File: src/rtl/saber_rgb_pwm.sv
// saber_rgb_pwm: three-channel LED PWM driver with an ignition/retraction brightness ramp.
// Optional plasma flicker in the ON state is compiled in when SABER_FLICKER_EN is defined.
module saber_rgb_pwm #(
  parameter int PRESCALE  = 1,
  parameter int RAMP_STEP = 8
) (
  input  logic       clk,
  input  logic       rst_n,
  input  logic       en,
  input  logic [7:0] Ri,
  input  logic [7:0] Gi,
  input  logic [7:0] Bi,
  output logic       pwm_r,
  output logic       pwm_g,
  output logic       pwm_b,
  output logic       frame_start,
  output logic       busy,
  output logic       lit
);

  localparam int PW = (PRESCALE > 1) ? $clog2(PRESCALE) : 1;
  localparam logic [PW-1:0] PS_MAX = PW'(PRESCALE - 1);
  localparam logic [8:0] STEP_C = 9'(RAMP_STEP);

  localparam logic [1:0] S_OFF     = 2'd0;
  localparam logic [1:0] S_IGNITE  = 2'd1;
  localparam logic [1:0] S_ON      = 2'd2;
  localparam logic [1:0] S_RETRACT = 2'd3;

  logic [PW-1:0] presc_r;
  logic [7:0]    pwm_cnt_r;
  logic [7:0]    bright_r;
  logic [1:0]    state_r;
  logic [7:0]    duty_red_r, duty_grn_r, duty_blu_r;

  logic          tick_s, fb_s;
  logic [PW-1:0] presc_nx_s;
  logic [7:0]    cnt_nx_s;
  logic [8:0]    up_sum_s;
  logic [7:0]    up_sat_s, dn_sat_s;
  logic [1:0]    state_nx_s, state_d_s;
  logic [7:0]    bright_nx_s, bright_d_s, bright_eff_s;
  logic [7:0]    duty_red_nx_s, duty_grn_nx_s, duty_blu_nx_s;

  // Colour scaled by (brightness+1)/256: bright 255 reproduces the colour exactly.
  function automatic logic [7:0] scale_duty(input logic [7:0] c, input logic [7:0] b);
    logic [16:0] prod;
    prod = {9'd0, c} * {8'd0, ({1'b0, b} + 9'd1)};
    return prod[15:8];
  endfunction

  assign tick_s     = (presc_r == PS_MAX);
  assign presc_nx_s = tick_s ? {PW{1'b0}} : (presc_r + PW'(1));
  assign cnt_nx_s   = tick_s ? (pwm_cnt_r + 8'd1) : pwm_cnt_r;
  assign fb_s       = tick_s && (pwm_cnt_r == 8'd255);

  // Saturating 9-bit ramp arithmetic keeps brightness inside 0..255.
  assign up_sum_s = {1'b0, bright_r} + STEP_C;
  assign up_sat_s = up_sum_s[8] ? 8'd255 : up_sum_s[7:0];
  assign dn_sat_s = ({1'b0, bright_r} < STEP_C) ? 8'd0 : (bright_r - STEP_C[7:0]);

  // Ignition/retraction step evaluated as if this cycle were a frame boundary.
  always_comb begin
    state_nx_s  = state_r;
    bright_nx_s = bright_r;
    case (state_r)
      S_OFF: begin
        if (en) begin
          state_nx_s  = S_IGNITE;
          bright_nx_s = up_sat_s;
        end else begin
          state_nx_s  = S_OFF;
          bright_nx_s = 8'd0;
        end
      end
      S_IGNITE, S_RETRACT, S_ON: begin
        if (en) begin
          bright_nx_s = up_sat_s;
          state_nx_s  = (up_sat_s == 8'd255) ? S_ON : S_IGNITE;
        end else begin
          bright_nx_s = dn_sat_s;
          state_nx_s  = (dn_sat_s == 8'd0) ? S_OFF : S_RETRACT;
        end
      end
      default: begin
        state_nx_s  = S_OFF;
        bright_nx_s = 8'd0;
      end
    endcase
  end

  assign state_d_s  = fb_s ? state_nx_s : state_r;
  assign bright_d_s = fb_s ? bright_nx_s : bright_r;

`ifdef SABER_FLICKER_EN
  logic [7:0] lfsr_r;
  logic [7:0] lfsr_nx_s;

  assign lfsr_nx_s    = {lfsr_r[6:0], lfsr_r[7] ^ lfsr_r[5] ^ lfsr_r[4] ^ lfsr_r[3]};
  assign bright_eff_s = (state_nx_s == S_ON) ? (8'd255 - {4'b0000, lfsr_nx_s[3:0]}) : bright_nx_s;

  // Flicker LFSR advances once per frame boundary.
  always_ff @(posedge clk or negedge rst_n) begin
    if (!rst_n) begin
      lfsr_r <= 8'hA5;
    end else if (fb_s) begin
      lfsr_r <= lfsr_nx_s;
    end else begin
      lfsr_r <= lfsr_r;
    end
  end
`else
  assign bright_eff_s = bright_nx_s;
`endif

  assign duty_red_nx_s = fb_s ? scale_duty(Ri, bright_eff_s) : duty_red_r;
  assign duty_grn_nx_s = fb_s ? scale_duty(Gi, bright_eff_s) : duty_grn_r;
  assign duty_blu_nx_s = fb_s ? scale_duty(Bi, bright_eff_s) : duty_blu_r;

  // Counters, FSM, duty latches and registered outputs.
  always_ff @(posedge clk or negedge rst_n) begin
    if (!rst_n) begin
      presc_r     <= {PW{1'b0}};
      pwm_cnt_r   <= 8'd0;
      bright_r    <= 8'd0;
      state_r     <= S_OFF;
      duty_red_r  <= 8'd0;
      duty_grn_r  <= 8'd0;
      duty_blu_r  <= 8'd0;
      pwm_r       <= 1'b0;
      pwm_g       <= 1'b0;
      pwm_b       <= 1'b0;
      frame_start <= 1'b0;
      busy        <= 1'b0;
      lit         <= 1'b0;
    end else begin
      presc_r     <= presc_nx_s;
      pwm_cnt_r   <= cnt_nx_s;
      bright_r    <= bright_d_s;
      state_r     <= state_d_s;
      duty_red_r  <= duty_red_nx_s;
      duty_grn_r  <= duty_grn_nx_s;
      duty_blu_r  <= duty_blu_nx_s;
      pwm_r       <= (cnt_nx_s < duty_red_nx_s);
      pwm_g       <= (cnt_nx_s < duty_grn_nx_s);
      pwm_b       <= (cnt_nx_s < duty_blu_nx_s);
      frame_start <= fb_s;
      busy        <= (state_d_s == S_IGNITE) || (state_d_s == S_RETRACT);
      lit         <= (state_d_s != S_OFF);
    end
  end

endmodule

File: config.mk
export PLATFORM = sky130hd
export DESIGN_NAME = saber_rgb_pwm
export DESIGN_NICKNAME = d
export VERILOG_FILES = /design/src/rtl/saber_rgb_pwm.sv
export SDC_FILE = /design/constraint.sdc
export NUM_CORES = 1
export LEC_CHECK = 0
export BUFFER_PORTS_ARGS = -buffer_cell sky130_fd_sc_hd__buf_2
export CELL_PAD_IN_SITES_DETAIL_PLACEMENT = 1
export CELL_PAD_IN_SITES_GLOBAL_PLACEMENT = 2
export CORE_AREA = 2 2 146 148
export CTS_CLUSTER_DIAMETER = 50
export DETAILED_ROUTE_END_ITERATION = 10
export DIE_AREA = 0 0 148 150
export PLACE_DENSITY = 0.92
export SLEW_MARGIN = 20
export SYNTH_ARGS = -nofsm -noshare
export SYNTH_HDL_FRONTEND = slang
export SYNTH_SLANG_ARGS = --single-unit
File: constraint.sdc
create_clock -name clk -period 16.1 [get_ports clk]
set_clock_uncertainty 0.2 [all_clocks]
set_input_delay 3.22 -clock clk [delete_from_list [all_inputs] [get_ports clk]]
set_output_delay 3.22 -clock clk [all_outputs]
set_load 0.1 [all_outputs]
==> flow_summary.yaml <==
synth:
  async_reset_ff_frac: 1.00
  synthTopCellsByArea: "fa_1, ha_1, dfrtp_1"
  synth_edf_count: 0
  synth_nets: 1265
  synth_most_common_cell: "and2_1"
  syn-cell-area_um2: 9170
  syn-mean-instance-area_um2: 9.20
  ys_types: 66
  synth_top_area_share: 0.262
  synth-seq-cells: 47
  netlist_instances: 997
  yosys.area.top_type: "fa_1"
  synth_common_cells: "and2_1, inv_1, ha_1"
  synth-seq-area-share: 0.128
  synth_flop_cell: "dfrtp_1"
  yosys_warnings: 0
floorplan:
  rows: 53
  die_w_um: 148
  die_y_um: 150
  ios: 33
  core_um2: 20700
  dieArea_um2: 22200
  start_util: 0.443
clock_network:
  ctsLongestPathBuffers: 2
  cts_num_sinks: 47
  insertion_delay_ns: 0.30
  numCtsBuffers: 5
  cts_root_buf: "clkbuf_16"
  ctsHoldBuffers: 0
  post-cts-setup-buffers: 0
  cts-htree-levels: 2
  cts.repair.resized: 0
  clk_pin_slew_ns: 0.07
  cts_tree: "yes"
worst_setup_path:
  slowest_stage: "a222oi_1"
  critical_path_required_ns: 16.14
  worstSetupEndpointType: "flip-flop"
  critPathArrivalTime_ns: 10.86
  crit_type: "input port to flip-flop"
  slowest_delay_ns: 0.70
  cp_max_fo: 24
  worstSetupStartpointType: "input port"
  cp_common_cell: "fa_1"
grt:
  grt_pass1_wl_um: 40400
  antenna_found_initial: 1
  grt_usage: 0.228
  grt_max_degree: 48
  overflow: 0
  grt_pass1_vias: 7922
power:
  p_per_area_nw_per_um2: 77.8
  p_leak_nw: 5.02
  ir_drop_v: 0.0000418
flow_run:
  cap_violations: 0
finish:
  area_delta_synth_final_pct: 6.55
  postLayoutCellArea_um2: 9770
  num-nets-final: 1282
  fillers: 2447
  antennaDiodeCount: 0
  drive_gt1_frac: 0.0759
drt:
  wl_um: 23700
  dr.first_iter.drc_count: 235
  viasPerCell: 5.48
  drtPass1Iterations: 5
  route.vias.total: 7074
  drc: 0
  ant_nets: 0
  post_drt_wl_per_cell_um: 18.4
sta:
  grt_setup_unrepaired: "false"
  maxSlewHeadroom: 0.428
  fin_crit_sh: 0.672
  worstMarginPinSlew_ns: 0.859
  period_needed_ns: 10.82
  finalSetupViolations: 0
  finalSetupTns_ns: 0
  slew_violations: 0
  fmaxAchievable_mhz: 92.4
  final_hold_viol_count: 0
placement:
  dp_hpwl_um: 18700
  routabilityCongestion: 0.788
  portBuffers: 32
  postPlaceCellArea_um2: 9620
status:
  outcome: "completed"
min_path:
  min_path_type: "flip-flop to flip-flop"
flip-flops by register name (all words and copies together), names as in the netlist, 8 cells and up:
register,count
duty_red_r,8
bright_r,8
pwm_cnt_r,8
duty_blu_r,8
duty_grn_r,8
power by group:
group	leakage, nW	internal (mW)	switching [mW]	total [mW]
registers	0.538	0.120	0.000804	0.121
clock network	0.0723	0.0594	0.0528	0.112
logic	4.40	0.222	0.306	0.528
worst paths after layout:
| check | start | to | slack (ns) | cells past startpoint |
|---|---|---|---|---|
| max reg2reg | bright_r[3]$_DFFE_PN0P_ | pwm_r$_DFF_PN0_ | 7.54 | 29 |
| max in group asynchronous | rst_n | bright_r[5]$_DFFE_PN0P_ | 12.43 | 2 |
| min in group asynchronous | rst_n | pwm_r$_DFF_PN0_ | 2.82 | 2 |
| min reg2reg | duty_blu_r[0]$_DFF_PN0_ | duty_blu_r[0]$_DFF_PN0_ | 0.28 | 2 |
| min | duty_blu_r[0]$_DFF_PN0_ | duty_blu_r[0]$_DFF_PN0_ | 0.28 | 2 |
| max | en | pwm_r$_DFF_PN0_ | 5.28 | 29 |
cell families (layout without fill, tap and decap cells):
kind of cell               Yosys count  after routing  share of synthesized area
and+or+nand+nor                    349            349                      0.212
adders and majority gates          241            241                      0.427
buffers and inverters              179            197                     0.0749
AOI/OAI and AO/OA                  119            119                     0.0926
DFF                                 47             47                      0.128
xor gates and xnor gates            37             37                     0.0370
muxes                               25             25                     0.0285
cell type report:
type                       count  area, um2  share of cell area
tap                          275        344              0.0352
multi-input combinational    771       7310               0.748
clock buffer                   5        125              0.0128
sequential                    47       1180               0.120
clock inverter                 3       27.5             0.00282
timing repair buffer          43        243              0.0248
inverter                     146        548              0.0561
layout by cell type, fill, tap and decap left out, types with 6 or more instances in the layout:
cell type and instances:
inv_1 145, buf_2 32, ha_1 121, mux2_2 9
a21o_1 10, and2_1 162, buf_4 11, nand3_1 16
xnor2_1 25, dfrtp_1 47, nand2_1 77, nor3_1 13
xor2_1 10, nor2_1 19, a31oi_1 10, or3_1 6
o21ai_0 23, o31a_1 6, fa_1 120, mux2i_1 16
o31ai_1 6, o21a_1 7, and4_1 6, and3_1 20
nand4_1 10, a21oi_1 20
through the flow:
stage / cells / util / worst slack (ns) / total power [mW] / hold WS (ns)
2_1_floorplan: 997 / - / 6.07 / 0.516 / 0.240
3_5_place_dp: 1282 / 0.465 / 5.13 / 0.649 / 0.265
3_3_place_gp: 1282 / 0.465 / 5.34 / 0.625 / 0.255
5_1_grt: 1290 / 0.472 / 4.92 / 0.850 / 0.310
4_1_cts: 1290 / 0.472 / 5.38 / 0.770 / 0.284
6_report: 1290 / 0.472 / 5.28 / 0.761 / 0.278
critical path, delay by kind of cell:
kind,cells,cell delay [ns]
mux,1,0.12
fa+ha+maj,6,2.67
compound gates,8,2.15
simple gates,7,1.48
xor+xnor,2,0.34
buf+inv,5,0.85
layer usage:
layer | routed length [um] | global-route usage
met1 | 10500 | 0.300
met2 | 12000 | 0.412
met3 | 848 | 0.0195
met4 | 364 | 0.0429
met5 | 0 | 0
Note: power is estimated with default switching activity, not from simulation.
